--- config.mk ---
export PLATFORM = sky130hd
export DESIGN_NAME = ram_loader
export DESIGN_NICKNAME = d
export VERILOG_FILES = /design/src/rtl/ram_loader.sv
export SDC_FILE = /design/constraint.sdc
export NUM_CORES = 1
export LEC_CHECK = 0
export CAP_MARGIN = 20
export CORE_UTILIZATION = 54
export CTS_BUF_LIST = sky130_fd_sc_hd__clkbuf_4 sky130_fd_sc_hd__clkbuf_8 sky130_fd_sc_hd__clkbuf_16
export DETAILED_ROUTE_END_ITERATION = 16
export GPL_ROUTABILITY_DRIVEN = 0
export PLACE_DENSITY = 0.79
export SETUP_SLACK_MARGIN = 0.2
export SLEW_MARGIN = 5
export SYNTH_ARGS = -nofsm -noshare
export SYNTH_HDL_FRONTEND = slang
export SYNTH_SLANG_ARGS = --single-unit
--- constraint.sdc ---
create_clock -name clk_i -period 2.18 [get_ports clk_i]
set_clock_uncertainty 0.1 [all_clocks]
set_input_delay 0.436 -clock clk_i [delete_from_list [all_inputs] [get_ports clk_i]]
set_output_delay 0.436 -clock clk_i [all_outputs]
set_load 0.01 [all_outputs]
--- src/rtl/ram_loader.sv ---
// Byte-stream RAM loader: a 4-byte little-endian word count N followed by
// N little-endian data words, written to consecutive RAM addresses from 0.
module ram_loader #(
  parameter int SIZE = 4096,
  parameter int AW   = 12
) (
  input  logic          clk_i,
  input  logic          rst_ni,
  input  logic          start_i,
  input  logic          byte_valid_i,
  input  logic [7:0]    byte_data_i,
  output logic          byte_ready_o,
  output logic [AW-1:0] ram_addr_o,
  output logic          ram_valid_o,
  output logic [3:0]    ram_we_o,
  output logic [31:0]   ram_data_o,
  output logic          busy_o,
  output logic          done_o,
  output logic          err_o,
  output logic          cpu_hold_o
);

  typedef enum logic [2:0] {
    IDLE  = 3'd0,
    HDR   = 3'd1,
    DATA  = 3'd2,
    WRITE = 3'd3,
    DONE  = 3'd4,
    ERR   = 3'd5
  } state_e;

  localparam logic [31:0] SIZE_W  = 32'(SIZE);
  localparam logic [AW:0] IDX_ONE = (AW+1)'(1);

  state_e      state;
  logic [1:0]  byte_cnt;
  logic [31:0] shift_q;
  logic [AW:0] n_words;
  logic [AW:0] word_idx;
  logic [AW:0] idx_next;
  logic [31:0] next_word;
  logic        byte_fire;

  // Bytes arrive LSB first, so each new byte enters at the top and the
  // assembled word slides down; after four bytes the first sits in [7:0].
  assign next_word = {byte_data_i, shift_q[31:8]};
  assign idx_next  = word_idx + IDX_ONE;

  // Status outputs are pure decodes of the state register, so byte_ready_o
  // never depends on byte_valid_i.
  assign byte_ready_o = (state == HDR) || (state == DATA);
  assign busy_o       = (state == HDR) || (state == DATA) || (state == WRITE);
  assign cpu_hold_o   = busy_o;
  assign done_o       = (state == DONE);
  assign err_o        = (state == ERR);
  assign byte_fire    = byte_valid_i && byte_ready_o;

  // NOTE: all state below uses non-blocking assignments so every register
  // samples pre-edge values regardless of statement order.
  always_ff @(posedge clk_i or negedge rst_ni) begin
    if (!rst_ni) begin
      state       <= IDLE;
      byte_cnt    <= 2'd0;
      shift_q     <= 32'd0;
      n_words     <= '0;
      word_idx    <= '0;
      ram_addr_o  <= '0;
      ram_data_o  <= 32'd0;
      ram_valid_o <= 1'b0;
      ram_we_o    <= 4'h0;
    end else begin
      ram_valid_o <= 1'b0;
      ram_we_o    <= 4'h0;
      if (start_i) begin
        // Start wins over any byte handshake in the same cycle; a write
        // already presented this cycle (WRITE) still completes on the port.
        state    <= HDR;
        byte_cnt <= 2'd0;
        shift_q  <= 32'd0;
        word_idx <= '0;
      end else begin
        case (state)
          HDR: begin
            if (byte_fire) begin
              shift_q  <= next_word;
              byte_cnt <= byte_cnt + 2'd1;
              if (byte_cnt == 2'd3) begin
                if (next_word == 32'd0) begin
                  state <= DONE;
                end else if (next_word > SIZE_W) begin
                  state <= ERR;
                end else begin
                  n_words <= next_word[AW:0];
                  state   <= DATA;
                end
              end
            end
          end
          DATA: begin
            if (byte_fire) begin
              shift_q  <= next_word;
              byte_cnt <= byte_cnt + 2'd1;
              if (byte_cnt == 2'd3) begin
                ram_valid_o <= 1'b1;
                ram_we_o    <= 4'hF;
                ram_addr_o  <= word_idx[AW-1:0];
                ram_data_o  <= next_word;
                state       <= WRITE;
              end
            end
          end
          WRITE: begin
            word_idx <= idx_next;
            state    <= (idx_next == n_words) ? DONE : DATA;
          end
          default: ;
        endcase
      end
    end
  end

endmodule

==> results_dict.tcl <==
set metrics [dict create \
    min_period_over_period_pct 95.9 \
    r2r_setup_slack_ns 0.09 \
    pwr-share-clk_pct 34.7 \
    grt-ovfl-total 0 \
    dp.final_hpwl_um 7390 \
    swShare_pct 25.5 \
    drc 0 \
    power_frac_comb_pct 6.3 \
    power.density_nw_per_um2 543 \
    synth_edf_count 0 \
    power_leakage_nw 2.83 \
    place_inst 675 \
    grt_start_max_net_pins 43 \
    vias 3749 \
    clock_latency_ns 0.36 \
    seqPwrFrac_pct 59.1 \
    cts_max_level 3 \
    cts_tree "yes" \
    antenna_cells 0 \
    seq_area_frac_synth_pct 54.7 \
    rsz0062_at_grt "yes" \
    period_minus_slack_ns 2.09 \
    drt_iter0_markers 151 \
    postSynthAreaPerCell_um2 9.31 \
    syn_nets 505 \
    max_freq_mhz 478 \
    yosysUniqueCellTypes 42 \
    irDropWorstVdd_mv 0.314 \
    grtUsageTotal_pct 26.9 \
    relSlewSlack_pct 66.2 \
    finalSetupViolCount 0 \
    r2r_cells 6 \
    ant_nets 0 \
    reg2reg_from "shift_q[29]" \
    final_nets 601 \
    yosysWarningCount 0 \
    dr.pass1.iters 5 \
    r2r-end "n_words[8]" \
    p_sw_w 0.000817 \
    io_buffer_count 65 \
    grt_pass1_vias 3784 \
    netlist_area_um2 4570 \
    routed_wirelength_um 10900 \
    async_reset_ff_share_pct 100 \
    rows 33 \
    crit_path_end_kind "flip-flop" \
    antenna_found_initial 0 \
    synth-seq-cells 100 \
    fp.dieH_um 94 \
    clkSinkCount 100 \
    cts_made_buffers 9 \
    p_int_w 0.00239 \
    hold_slack_ns 0.326 \
    critPathLaunch "shift_q[29]" \
    cts_root_buffer "clkbuf_8" \
    cp.required_ns 2.32 \
    final_cells 697 \
    clk_pin_slew_ns 0.11 \
    fp.dieW_um 94 \
    synth_top_flop_cell "dfrtp_1" \
    worst_pin_slew_ns 0.507 \
    path_max_fanout 13 \
    crit_type "flip-flop to flip-flop" \
    hold_viol_final 0 \
    cap_violations 0 \
    via_per_inst 5.38 \
    area_growth_pct 29.0 \
    crit_path_start_kind "flip-flop" \
    final_max_slew_viol_count 0 \
    io_pins 66 \
    fp.coreArea_um2 8220 \
    initial_core_util_pct 55.6 \
    layout-drive-gt1-share_pct 18.1 \
    dieArea_um2 8840 \
    crit_path_end "n_words[8]" \
    hold_path_class "primary input to flip-flop" \
    clockBufferDepth 2 \
    grt_pass1_wl_um 18100 \
    arrival_ns 2.23 \
    wire_per_inst_um 15.6 \
    status "finished, final reports clean" \
    synthCells 491 \
]
-- layout by cell type, fill, tap and decap left out, types with 3 or more instances in the layout --
cell type / netlist / layout
a21oi_1: 34 / 33
and3_1: 4 / 3
buf_12: 0 / 6
buf_4: 5 / 42
clkbuf_2: 0 / 5
clkbuf_8: 0 / 9
clkdlybuf4s50_1: 0 / 54
dfrtp_1: 100 / 99
dlygate4sd2_1: 0 / 4
mux2_2: 5 / 5
mux2_4: 10 / 10
nand2_1: 193 / 193
nand2b_1: 3 / 3
nand3_1: 8 / 7
nand4_1: 6 / 6
nor2_1: 23 / 22
nor4_1: 9 / 4
nor4_2: 0 / 5
o21ai_0: 6 / 5
or3_1: 3 / 3
xnor2_1: 20 / 19
xor2_1: 9 / 9
-- sequential cells by signal (all words and copies together), names as in the netlist --
signal / count
ram_addr_o: 12
ram_data_o: 32
state: 3
word_idx: 13
shift_q: 24
n_words: 13
ram_we_o: 1
byte_cnt: 2
-- power by group through the flow --
stage          sequential (W)  clock, W  combinational (W)
6_report              0.00189   0.00111           0.000201
5_1_grt               0.00190   0.00121           0.000222
4_1_cts               0.00189   0.00113           0.000196
3_5_place_dp          0.00193         0           0.000189
3_3_place_gp          0.00193         0           0.000184
2_1_floorplan         0.00192         0          0.0000692
-- worst min path at each step --
stage / start / endpoint / slack, ns / depth (start not counted)
5_1_grt: byte_data_i[1] / ram_data_o[25] / 0.34 / 4
6_report: byte_data_i[1] / ram_data_o[25] / 0.33 / 4
3_5_place_dp: rst_ni / ram_addr_o[4] / 0.34 / 1
4_1_cts: ram_addr_o[5] / ram_addr_o[5] / 0.39 / 2
3_3_place_gp: rst_ni / ram_addr_o[10] / 0.33 / 1
2_1_floorplan: rst_ni / byte_cnt[0] / 0.04 / 0
-- worst max-delay path, cell delays in order (launching register included) --
cell     delay [ns]
dfrtp_1        0.42
nor4_2         0.35
nand4_1        0.23
nor4_4         0.26
nand4_4        0.14
buf_12         0.18
mux2_4         0.30
-- cell type report --
cell class / count / area [µm²]
Clock inverter: 7 / 58.8
Inverter: 3 / 11.3
Tap cell: 105 / 131
Clock buffer: 9 / 124
Timing Repair Buffer: 115 / 1080
Multi-Input combinational cell: 358 / 1990
Sequential cell: 100 / 2500
Fill cell: 592 / 2320
-- cell usage after synthesis, types with 4 or more instances --
cell      count  share of area [%]
dfrtp_1     100                 55
xor2_1        9                1.7
mux2_2        5                1.2
a21oi_1      34                3.7
nor4_1        9                1.2
nand2_1     193                 16
nor2_1       23                1.9
buf_4         5               0.82
buf_2        12                1.3
and3_1        4               0.55
clkbuf_1     11               0.90
xnor2_1      20                3.8
nand3_1       8               0.88
mux2_4       10                3.3
o21ai_0       6               0.66
nand4_1       6               0.82
-- cells by family after synthesis --
kind of cell	synth area share, %
AOI/OAI and AO/OA	5.91
xor gates and xnor gates	5.56
adders and majority gates	0.547
buffers and inverters	3.78
DFF	54.7
muxes	4.52
and+or+nand+nor	24.9
-- per-layer routing --
| metal | share of wire (%) | track usage [%] | vias up |
|---|---|---|---|
| li1 | - | - | 1791 |
| met1 | 43 | 32.8 | 1840 |
| met2 | 52 | 48.0 | 103 |
| met3 | 3.8 | 4.77 | 15 |
| met4 | 1.0 | 8.72 | 0 |
| met5 | 0 | 0 | - |
-- per-stage QoR --
step | area [µm²] | setup TNS (ns) | utilization (%) | power, W | setup WS [ns]
after floorplan | 4570 | 0 | - | 0.00199 | 0.189
after global placement | 5580 | -9.20 | 67.9 | 0.00211 | -0.265
after detailed placement | 5580 | -11.85 | 67.9 | 0.00212 | -0.298
after CTS | 5870 | 0 | 71.4 | 0.00322 | 0.107
after global routing | 5900 | 0 | 71.8 | 0.00333 | 0.0337
final | 5900 | 0 | 71.8 | 0.00321 | 0.0898
-- timing repair --
| item | in CTS | in global routing |
|---|---|---|
| endpoints found under the hold margin | 35 | 0 |
| setup endpoints to repair | 30 | 47 |
| hold buffers | 1 | 0 |
| gates resized for setup | 24 | 22 |
| buffers inserted | 4 | 1 |
| pin swaps | 4 | 5 |
No activity file was read; power rests on OpenSTA's default activity.
